### config.mk
export PLATFORM = sky130hd
export DESIGN_NAME = csel_addsub_pipe
export DESIGN_NICKNAME = d
export VERILOG_FILES = /design/src/rtl/csel_addsub_pipe.sv
export SDC_FILE = /design/constraint.sdc
export NUM_CORES = 1
export LEC_CHECK = 0
export ABC_CLOCK_PERIOD_IN_PS = 3900
export CAP_MARGIN = 25
export CORE_MARGIN = 3
export CORE_UTILIZATION = 55
export CTS_CLUSTER_DIAMETER = 60
export DETAILED_ROUTE_END_ITERATION = 6
export PLACE_DENSITY = 0.82
export SLEW_MARGIN = 10
export SYNTH_ARGS = -nofsm -noshare
export SYNTH_HDL_FRONTEND = slang
export SYNTH_SLANG_ARGS = --single-unit
### constraint.sdc
create_clock -name clk -period 3.9 [get_ports clk]
set_clock_uncertainty 0.05 [all_clocks]
set_input_delay 0.78 -clock clk [delete_from_list [all_inputs] [get_ports clk]]
set_output_delay 0.78 -clock clk [all_outputs]
set_load 0.02 [all_outputs]
### src/rtl/csel_addsub_pipe.sv
// Pipelined WIDTH-bit add/subtract: one carry-select slice of BLOCK bits per stage,
// valid/ready handshake with whole-pipeline stall, tag and signed-overflow sideband.

module csel_slice #(
  parameter int BLOCK = 16,
  parameter int SEG   = 4
) (
  input  logic [BLOCK-1:0] a,
  input  logic [BLOCK-1:0] b,
  input  logic             ci,
  output logic [BLOCK-1:0] s,
  output logic             co
);
  localparam int NSEG = BLOCK / SEG;

  // Both carry-in outcomes per segment; {carry, sum} packed in each entry.
  logic [SEG:0] r0 [NSEG];
  logic [SEG:0] r1 [NSEG];
  logic         cy;

  for (genvar g = 0; g < NSEG; g++) begin : g_seg
    assign r0[g] = {1'b0, a[g*SEG +: SEG]} + {1'b0, b[g*SEG +: SEG]};
    assign r1[g] = {1'b0, a[g*SEG +: SEG]} + {1'b0, b[g*SEG +: SEG]} + (SEG+1)'(1);
  end

  always_comb begin
    s  = '0;
    cy = ci;
    for (int g = 0; g < NSEG; g++) begin
      s[g*SEG +: SEG] = cy ? r1[g][SEG-1:0] : r0[g][SEG-1:0];
      cy              = cy ? r1[g][SEG]     : r0[g][SEG];
    end
    co = cy;
  end
endmodule

module csel_addsub_pipe #(
  parameter int WIDTH = 64,
  parameter int BLOCK = 16,
  parameter int SEG   = 4,
  parameter int TAG_W = 4
) (
  input  logic             clk,
  input  logic             rst_n,
  input  logic             in_valid,
  output logic             in_ready,
  input  logic [WIDTH-1:0] a,
  input  logic [WIDTH-1:0] b,
  input  logic             cin,
  input  logic             sub,
  input  logic [TAG_W-1:0] tag_in,
  output logic             out_valid,
  input  logic             out_ready,
  output logic [WIDTH-1:0] sum,
  output logic             cout,
  output logic             ovf,
  output logic [TAG_W-1:0] tag_out
);
  localparam int STAGES = WIDTH / BLOCK;

  if ((WIDTH % BLOCK) != 0 || (BLOCK % SEG) != 0) begin : g_cfg_err
    $error("csel_addsub_pipe: WIDTH must be a multiple of BLOCK and BLOCK of SEG");
  end

  // Register j: res_p holds operand A rotated right by j slices, with the finished
  // sum slices filling in from the top, so the current slice always sits at bit 0.
  logic [STAGES:0]            vld_pipe;
  logic [STAGES:0][WIDTH-1:0] res_p;
  logic [STAGES:0]            c_p;
  logic [STAGES:0][TAG_W-1:0] tag_p;
  logic                       ovf_q;

  logic [WIDTH-1:0] nxt_res [STAGES];
  logic             nxt_c   [STAGES];
  logic             nxt_ovf;
  logic             adv;

  assign adv      = ~(vld_pipe[STAGES] & ~out_ready);
  assign in_ready = adv;

  // Remaining B slices shrink by one slice per stage, right-aligned.
  for (genvar j = 0; j < STAGES; j++) begin : g_b
    logic [WIDTH-j*BLOCK-1:0] r;
    if (j == 0) begin : g_ld
      always_ff @(posedge clk or negedge rst_n)
        if (!rst_n)                  r <= '0;
        else if (adv && in_valid)    r <= sub ? ~b : b;
    end else begin : g_ld
      always_ff @(posedge clk or negedge rst_n)
        if (!rst_n)                  r <= '0;
        else if (adv && vld_pipe[j-1]) r <= g_b[j-1].r[WIDTH-(j-1)*BLOCK-1:BLOCK];
    end
  end

  for (genvar k = 0; k < STAGES; k++) begin : g_stg
    logic [BLOCK-1:0] s_k;
    logic             co_k;

    csel_slice #(.BLOCK(BLOCK), .SEG(SEG)) u_slice (
      .a  (res_p[k][BLOCK-1:0]),
      .b  (g_b[k].r[BLOCK-1:0]),
      .ci (c_p[k]),
      .s  (s_k),
      .co (co_k)
    );

    assign nxt_res[k] = (res_p[k] >> BLOCK) | (WIDTH'(s_k) << (WIDTH - BLOCK));
    assign nxt_c[k]   = co_k;

    // Carry into the MSB recovered from its sum bit and operand bits.
    if (k == STAGES-1) begin : g_ovf
      assign nxt_ovf = s_k[BLOCK-1] ^ res_p[k][BLOCK-1] ^ g_b[k].r[BLOCK-1] ^ co_k;
    end
  end

  always_ff @(posedge clk or negedge rst_n) begin
    if (!rst_n) begin
      vld_pipe <= '0;
      res_p    <= '0;
      c_p      <= '0;
      tag_p    <= '0;
      ovf_q    <= 1'b0;
    end else if (adv) begin
      vld_pipe <= {vld_pipe[STAGES-1:0], in_valid};
      if (in_valid) begin
        res_p[0] <= a;
        c_p[0]   <= sub | cin;
        tag_p[0] <= tag_in;
      end
      // Bubbles move on without touching data so outputs keep their last value.
      for (int k = 0; k < STAGES; k++) begin
        if (vld_pipe[k]) begin
          res_p[k+1] <= nxt_res[k];
          c_p[k+1]   <= nxt_c[k];
          tag_p[k+1] <= tag_p[k];
        end
      end
      if (vld_pipe[STAGES-1]) ovf_q <= nxt_ovf;
    end
  end

  assign out_valid = vld_pipe[STAGES];
  assign sum       = res_p[STAGES];
  assign cout      = c_p[STAGES];
  assign ovf       = ovf_q;
  assign tag_out   = tag_p[STAGES];
endmodule

* Word-level counts from Yosys, hierarchy flattened
Index checks and enable logic that the tools add are counted.
** Word-level totals
- Register bits after elaboration :: 511
- Bits of input ports :: 138
- Output and inout bits :: 72
- Logic and storage cells :: 107
** Operators by class
- Add/sub/neg operators :: 32
- Mux-type cells :: 33
- Bitwise operators :: 12
- Reductions and logical operators :: 9
** Operators with widths (number)
- OR 48 x 64 -> 64 bit :: 4
- adder 4 x 4 -> 5 bit :: 16
- adder 5 x 1 -> 5 bit, second input constant :: 16
- 2-to-1 mux 4 bit :: 16
- 2-to-1 mux 64 bit :: 1
- NOT 64 bit :: 1
- 2-to-1 mux 1 bit :: 16
- AND reduction 2 bit :: 5
- logical AND 1 bit :: 4
- bitwise XOR 1 bit :: 3
- NOT 1 bit :: 2
- bitwise AND 1 bit :: 1
- OR 1 bit :: 1

* Logic depth before layout (Yosys ltp)
Gate-level depths: netlist (run 1).
- Depth in word-level cells :: 9
- Depth in mapped cells :: 14
- Depth with buffers taken out :: 14

* By module
Synthesis (run 1) repeated with hierarchy kept, for this count alone.
** Unflattened totals
- Cells, all modules :: 1784
- Area total of the unflattened synthesis :: 24392.1 um^2
** By module, submodules not included
- csel_addsub_pipe :: times used 1, cells each 1308, area an instance 20241.9 um^2, seq. area each 12787.3 um^2
- csel_slice at g_stg[1].u_slice ... :: times used 2, cells each 121, area an instance 1062.3 um^2, seq. area each 0.0 um^2
- csel_slice at g_stg[0].u_slice :: times used 1, cells each 122, area an instance 1053.5 um^2, seq. area each 0.0 um^2
- csel_slice at g_stg[2].u_slice :: times used 1, cells each 112, area an instance 972.2 um^2, seq. area each 0.0 um^2

* Least setup slack after synthesis (run 1)
No wires, ideal clock.
- Path type :: register to register
- From :: reg g_b[3].r[0]
- To :: reg ovf_q, in the netlist ovf
- Setup time :: 69 ps
- Arrival :: 3320 ps
- Data required time :: 3781 ps
- Slack :: 461 ps
- Stages on the path, launching flop included :: 15
- Buffers on the path :: 0
- Period minus slack after synthesis :: 3439 ps
- Cell sequence :: dfrtp_1 ha_1 inv_1 fa_1 inv_1 ha_1 nand2_1 nor3_1 mux2i_2 mux2i_2 mux2i_1 o211ai_2 o31a_1 or4_1 nand3_1
** Between the ends
- Word-level cells in the longest chain between the ends :: 9
- Elaborated cells on any way between the ends :: 10
- Classes of those cells :: 2 x add/sub; 5 x mux; 3 x bitwise
** RTL lines
- start: declaration :: RTL line 83 : logic [WIDTH-j*BLOCK-1:0] r;
- start signal: assignment :: RTL line 91 : else if (adv && vld_pipe[j-1]) r <= g_b[j-1].r[WIDTH-(j-1)*BLOCK-1:BLOCK];
- adder 4 x 4 -> 5 bit * :: RTL line 22, 23
- adder 5 x 1 -> 5 bit :: RTL line 23 : assign r1[g] = {1'b0, a[g*SEG +: SEG]} + {1'b0, b[g*SEG +: SEG]} + (SEG+1)'(1);
- 2-to-1 mux 1 bit * (3 in a row) :: RTL line 31 : cy = cy ? r1[g][SEG] : r0[g][SEG];
- 2-to-1 mux 4 bit :: RTL line 30 : s[g*SEG +: SEG] = cy ? r1[g][SEG-1:0] : r0[g][SEG-1:0];
- bitwise XOR 1 bit (2 in a row) :: RTL line 112 : assign nxt_ovf = s_k[BLOCK-1] ^ res_p[k][BLOCK-1] ^ g_b[k].r[BLOCK-1] ^ co_k;
- bitwise XOR 1 bit * :: RTL line 112
- end signal: assignment :: RTL line 138 : if (vld_pipe[STAGES-1]) ovf_q <= nxt_ovf;
- end: declaration :: RTL line 71 : logic ovf_q;
Every way passes the cells marked *; elsewhere a longest branch is shown, timed or not.
A chain may end at the register's enable or synchronous reset.

* Worst setup path after layout (run 1)
Ends and elaborated chain as after synthesis.

==> results of run 1 <==
-- flip-flops by register name, summed over array words and instances (netlist names) --
name / flops
c_p: 5
g_b.r: 160
ovf: 1
res_p: 256
sum: 64
tag_out: 4
tag_p: 16
vld_pipe: 5
-- per-stage QoR --
| step | hold slack (ns) | worst slack, ns |
|---|---|---|
| after global placement | 0.388 | 0.413 |
| after CTS | 0.104 | 0.264 |
| after global routing | 0.133 | 0.0558 |
| after detailed placement | 0.396 | 0.280 |
| after floorplan | 0.383 | 0.461 |
| final | 0.116 | 0.234 |
-- worst min path at each step --
| stage | startpoint | end | slack, ns | cells after the start |
|---|---|---|---|---|
| 2_1_floorplan | g_b[2].r[16] | g_b[3].r[0] | 0.38 | 2 |
| 3_3_place_gp | tag_p[10] | tag_p[14] | 0.39 | 2 |
| 3_5_place_dp | g_b[2].r[24] | g_b[3].r[8] | 0.40 | 2 |
| 4_1_cts | rst_n | sum[36] | 0.10 | 1 |
| 5_1_grt | rst_n | res_p[245] | 0.13 | 1 |
| 6_report | rst_n | sum[36] | 0.12 | 1 |
-- power by group through the flow --
stage	clock [uW]	sequential (uW)	combinational, uW
6_report	5190	8910	9510
5_1_grt	5520	9180	10600
4_1_cts	5310	8920	9610
3_5_place_dp	0	8980	9470
3_3_place_gp	0	8850	9010
2_1_floorplan	0	8870	6540
-- worst max-delay path, delay by kind of cell, from the launching register on --
| family | cells | cell delay [ns] |
|---|---|---|
| adders and majority gates | 3 | 0.90 |
| AOI/OAI and AO/OA | 2 | 0.55 |
| buffers and inverters | 2 | 0.11 |
| DFF | 1 | 0.36 |
| muxes | 3 | 0.85 |
| and+or+nand+nor | 4 | 0.78 |
-- kinds of logic after synthesis --
family / Yosys count / synth area share
and+or+nand+nor: 758 / 0.135
DFF: 511 / 0.564
muxes: 226 / 0.111
AOI/OAI and AO/OA: 215 / 0.0536
xor gates and xnor gates: 149 / 0.0579
buffers and inverters: 118 / 0.0202
adders and majority gates: 96 / 0.0582
-- synth_stat cells (2+ instances only) --
master                      number
sky130_fd_sc_hd__nand4bb_1       2
sky130_fd_sc_hd__buf_1           9
sky130_fd_sc_hd__nand3_1        21
sky130_fd_sc_hd__clkbuf_1       87
sky130_fd_sc_hd__nor2_1         12
sky130_fd_sc_hd__buf_4           4
sky130_fd_sc_hd__and3_1          7
sky130_fd_sc_hd__a21boi_1        2
sky130_fd_sc_hd__a21oi_1        35
sky130_fd_sc_hd__mux2i_2         2
sky130_fd_sc_hd__a211o_1         2
sky130_fd_sc_hd__o21ai_0       115
sky130_fd_sc_hd__mux2i_1        20
sky130_fd_sc_hd__inv_1          17
sky130_fd_sc_hd__mux2_2        204
sky130_fd_sc_hd__nand4_1        13
sky130_fd_sc_hd__xor2_1         31
sky130_fd_sc_hd__ha_1           80
sky130_fd_sc_hd__nand3b_1        5
sky130_fd_sc_hd__a21o_1         28
sky130_fd_sc_hd__o21ai_1        17
sky130_fd_sc_hd__nor3_1          4
sky130_fd_sc_hd__and2_1          3
sky130_fd_sc_hd__xnor2_1       117
sky130_fd_sc_hd__o31ai_1         6
sky130_fd_sc_hd__nand2b_1        6
sky130_fd_sc_hd__fa_1           16
sky130_fd_sc_hd__nor2b_1         9
sky130_fd_sc_hd__and4_1          2
sky130_fd_sc_hd__dfrtp_1       511
sky130_fd_sc_hd__nand2_1       664
sky130_fd_sc_hd__or4_1           2
-- final cells by class --
type	count	area [sq um]
clock inverter	18	258
clock buffer	75	1550
sequential	511	12800
tap	525	657
timing repair buffer	238	2450
inverter	17	63.8
fill	2846	13000
multi-input combinational	1444	9480
-- layer usage --
layer | global-route usage | share of wire | vias up
li1 | - | - | 7252
met1 | 0.288 | 0.42 | 7510
met2 | 0.400 | 0.51 | 306
met3 | 0.0314 | 0.044 | 75
met4 | 0.0614 | 0.020 | 2
met5 | 0 | 0.00042 | -
==> metrics.txt, run 1 <==
result of the run finished clean; total number of vias 15100; I/O pins 210; placement row count 73; Slew Limit Headroom 0.361; kind of path behind the tightest hold check in2async; cells traversed along the worst timing path ha_1 -> inv_1 -> fa_1 -> inv_1 -> ha_1 -> nand2_1 -> nor3_1 -> mux2i_2 -> mux2i_2 -> mux2i_1 -> o211ai_2 -> o31a_1 -> or4_1 -> nand3_1; synthesis-to-finish area growth 20.1%; switching part of the total power 0.362; area of placed instances 25400 sq um; power share of the clock group 0.220; standard cell with the maximum stage delay on the critical path sky130_fd_sc_hd__fa_1; kind of capture point of the worst setup path register; Pre-antenna DRT Iters 5; Reg2Reg Capture Point ovf; total half-perimeter wirelength after legalization and detailed placement 32.4 mm; fraction of synthesis flops using an asynchronous set or reset pin 1.00; area of the core 40300 sq um; Clock Sink Count 511; post-detailed-route DRC marker count 0; most common cell after layout, fill and taps aside sky130_fd_sc_hd__nand2_1; clock root buffer master sky130_fd_sc_hd__clkbuf_16; MaxCap Viol Count 0; TritonCTS clock tree built; initial core utilization 0.563; buffers inserted during post-CTS setup optimization 0; leading area contributor after synthesis sky130_fd_sc_hd__dfrtp_1; number of enable flip-flop cells after synthesis 0; clock-pin slew of the registers on the worst-case setup and hold paths 0.06 ns; buffer depth of the longest clock path 3; placed instance count 2735; slew at the pin closest to its max-slew limit 0.959 ns; number of global-route vias before repair 16100; via density per instance 5.36; sequential share of power 0.377; core utilization of the finished layout 0.676; insertion delay to the later sink of the worst-skew pair 0.59 ns; chip width 209 um; final sum of negative setup slack 0 ns; number of nets in the synthesized netlist 2307; worst-case vdd ir drop 0.456 mV; Syn. warnings 0; Finish-stage setup viols 0; final wirelength 47.8 mm; ratio of total power to cell area 866 nW/um^2; die area 43700 sq um; post-layout instance count excluding filler cells 2828; Power, Total 23600 uW; number of nets with antenna violations after detailed routing 0; Initial DRC Count 881; reported leakage power 0.0130 uW; n_diodes 0; kind of critical path reg2reg; RePlAce Congestion 0.820; top achievable clock speed 273 MHz; Internal Power 15100 uW; most used flip-flop cell after synthesis sky130_fd_sc_hd__dfrtp_1; Die Ht 209 um; start of the worst register-to-register path g_b[3].r[0]; crit-path max FO 6; Layout Nets 2499; number of max-slew violations in the final report 0; ratio of cells with drive above 1 in the final layout 0.144; GRT Overall Usage 0.224; net load switching power 8550 uW; most frequent cells in the layout sky130_fd_sc_hd__nand2_1 (659), sky130_fd_sc_hd__dfrtp_1 (511), sky130_fd_sc_hd__clkdlybuf4s50_1 (207), sky130_fd_sc_hd__mux2_2 (204), sky130_fd_sc_hd__xnor2_1 (117); synthesized area 22700 sq um; TritonCTS Buffers 53; setup slack of the worst register-to-register path 0.23 ns; area share of the largest cell type after synthesis 0.564; cts-stage hold buffer count 0; data arrival time of the critical path 4.14 ns; total global routing overflow 0; crit path launch type register; count of distinct cell types in the synthesized netlist 52; number of gates given a new drive strength after cts 0; CP Data Required Time 4.37 ns; number of synthesized register bits 511; share of power burned in combinational logic 0.403; share of the yosys chip area belonging to registers 0.564; post-synthesis cell count 2073; global-route wire length before repair 80.6 mm; fin area 27200 sq um; Critical Path Max Stage Delay 0.51 ns; cell count of the worst reg-to-reg path 14; Critical Path Sink ovf; average instance area after synthesis 10.9 sq um; CP Launch Point g_b[3].r[0]; unrepaired setup endpoints after global routing no; final critical delay including setup and external delays 3.67 ns; cell types with the largest area share after synthesis sky130_fd_sc_hd__dfrtp_1 (56%), sky130_fd_sc_hd__nand2_1 (11%), sky130_fd_sc_hd__mux2_2 (10%), sky130_fd_sc_hd__xnor2_1 (4.5%), sky130_fd_sc_hd__ha_1 (4.4%); antenna violations before repair 1; input/output buffers 209; Wirelength per Cell 16.9 um; share of the clock period used by the worst path 0.940; number of endpoints with negative hold slack in the final report 0; H-tree lvl count 2; maximum number of pins on one net before global-route repair 118
No activity file was read; power rests on OpenSTA's default activity.
==> inputs of run 2 (changes only) <==
CTS_CLUSTER_SIZE = 14   (was not set)
==> run 2 against run 1 <==
Against the previous run: utilization down 1.5 points; sequential power about the same; power is 5.1% lower; critical path depth is the same; sequential share of layout area up 1.0 points; sequential cell count unchanged; critical path type unchanged; highest routed layer unchanged.
==> metrics.txt, run 2 (synthesized netlist as in run 1, its figures left out) <==
result of the run finished clean; cts-stage hold buffer count 0; antenna violations before repair 2; ratio of cells with drive above 1 in the final layout 0.133; kind of capture point of the worst setup path register; most frequent cells in the layout sky130_fd_sc_hd__nand2_1 (659), sky130_fd_sc_hd__dfrtp_1 (511), sky130_fd_sc_hd__clkdlybuf4s50_1 (207), sky130_fd_sc_hd__mux2_2 (204), sky130_fd_sc_hd__xnor2_1 (117); total half-perimeter wirelength after legalization and detailed placement 32.4 mm; data arrival time of the critical path 4.12 ns; fin area 26700 sq um; kind of critical path reg2reg; top layer reached by signal wires met5; total length of routed met2 wires 24.3 mm; kind of path behind the tightest hold check in2async; number of nets with antenna violations after detailed routing 0; placement row count 73; buffer depth of the longest clock path 3; reported leakage power 0.0127 uW; global-route wire length before repair 79.8 mm; final wirelength 47.3 mm; register name with the most flops res_p; area of placed instances 25400 sq um; unrepaired setup endpoints after global routing no; post-detailed-route DRC marker count 0; CP Data Required Time 4.36 ns; maximum number of pins on one net before global-route repair 118; H-tree lvl count 2; slew at the pin closest to its max-slew limit 0.955 ns; input/output buffers 209; number of global-route vias before repair 16000; final sum of negative setup slack 0 ns; TritonCTS Buffers 44; total global routing overflow 0; die area 43700 sq um; core utilization of the finished layout 0.662; via density per instance 5.38; number of gates given a new drive strength after cts 0; Slew Limit Headroom 0.364; final critical delay including setup and external delays 3.66 ns; Internal Power 14000 uW; Pre-antenna DRT Iters 5; Finish-stage setup viols 0; net load switching power 8370 uW; clock root buffer master sky130_fd_sc_hd__clkbuf_16; Largest register FFs 256; number of endpoints with negative hold slack in the final report 0; share of the clock period used by the worst path 0.939; area of the core 40300 sq um; worst-case vdd ir drop 0.417 mV; detailed-route wire length on metal 1 20.1 mm; insertion delay to the later sink of the worst-skew pair 0.57 ns; Die Ht 209 um; share of power burned in combinational logic 0.424; number of max-slew violations in the final report 0; Wirelength per Cell 17.0 um; crit-path max FO 6; total number of vias 15000; TritonCTS clock tree built; crit path launch type register; Clock Sink Count 511; buffers inserted during post-CTS setup optimization 0; MaxCap Viol Count 0; chip width 209 um; Layout Nets 2490; top achievable clock speed 273 MHz; ratio of total power to cell area 841 nW/um^2; switching part of the total power 0.374; most common cell after layout, fill and taps aside sky130_fd_sc_hd__nand2_1; wire length on met3 1.95 mm; sequential share of power 0.397; clock-pin slew of the registers on the worst-case setup and hold paths 0.06 ns; initial core utilization 0.563; I/O pins 210; GRT Overall Usage 0.221; RePlAce Congestion 0.820; synthesis-to-finish area growth 17.5%; Initial DRC Count 931; power share of the clock group 0.179
==> run 2: cell count changes in the layout (fill, tap and decap cells not counted) <==
| cell | delta |
|---|---|
| sky130_fd_sc_hd__clkbuf_16 | -10 |
| sky130_fd_sc_hd__clkinvlp_4 | -1 |
| sky130_fd_sc_hd__inv_6 | +1 |
| sky130_fd_sc_hd__clkbuf_8 | -10 |
| sky130_fd_sc_hd__bufinv_16 | -5 |
| sky130_fd_sc_hd__inv_8 | +1 |
| sky130_fd_sc_hd__diode_2 | +1 |
| sky130_fd_sc_hd__clkbuf_1 | -7 |
| sky130_fd_sc_hd__clkinv_2 | -7 |
==> run 2: final timing paths <==
path,startpoint,endpoint,slack [ns],cells after the start
setup / recovery,g_b[3].r[0],ovf,0.24,14
hold / removal,rst_n,sum[36],0.12,1
setup reg to reg,g_b[3].r[0],ovf,0.24,14
hold reg to reg,tag_p[1],tag_p[5],0.41,2
max in group asynchronous,rst_n,g_b[1].r[2],2.63,2
min in group clk,tag_p[1],tag_p[5],0.41,2
==> run 2: power groups by stage <==
stage	logic [uW]	clock network (uW)	registers, uW
after floorplan	6540	0	8870
after global placement	9010	0	8850
after detailed placement	9470	0	8980
after CTS	9590	4130	8910
after global routing	10600	4310	9180
final	9500	4010	8900
==> run 2: area by class of cell <==
type,instances,area [sq um]
Fill cell,2957,13600
Sequential cell,511,12800
Multi-Input combinational cell,1444,9480
Timing Repair Buffer,238,2450
Clock buffer,48,1140
Tap cell,525,657
Clock inverter,7,85.1
Inverter,17,63.8
Antenna cell,1,2.50
==> run 2: critical path, cell delays in order, from the launching register on <==
cell and delay, ns:
sky130_fd_sc_hd__dfrtp_1 0.37, sky130_fd_sc_hd__ha_1 0.18, sky130_fd_sc_hd__inv_1 0.06, sky130_fd_sc_hd__fa_1 0.51, sky130_fd_sc_hd__inv_1 0.06, sky130_fd_sc_hd__ha_1 0.21
sky130_fd_sc_hd__nand2_1 0.11, sky130_fd_sc_hd__nor3_1 0.07, sky130_fd_sc_hd__mux2i_2 0.23, sky130_fd_sc_hd__mux2i_2 0.31, sky130_fd_sc_hd__mux2i_1 0.30, sky130_fd_sc_hd__o211ai_2 0.20
sky130_fd_sc_hd__o31a_1 0.35, sky130_fd_sc_hd__or4_1 0.50, sky130_fd_sc_hd__nand3_1 0.10
==> run 2: per-layer routing <==
| metal | track usage | up-vias |
|---|---|---|
| met2 | 0.391 | 292 |
| met1 | 0.284 | 7442 |
| met5 | 0 | - |
| met3 | 0.0324 | 72 |
| met4 | 0.0612 | 2 |
| li1 | - | 7198 |
==> run 2: through the flow <==
step | std cells | power, uW | setup slack, ns | hold slack, ns
6_report | 2791 | 22400 | 0.236 | 0.121
5_1_grt | 2791 | 24100 | 0.0569 | 0.154
4_1_cts | 2790 | 22600 | 0.265 | 0.136
3_5_place_dp | 2735 | 18500 | 0.280 | 0.396
3_3_place_gp | 2735 | 17900 | 0.413 | 0.388
2_1_floorplan | 2073 | 15400 | 0.461 | 0.383
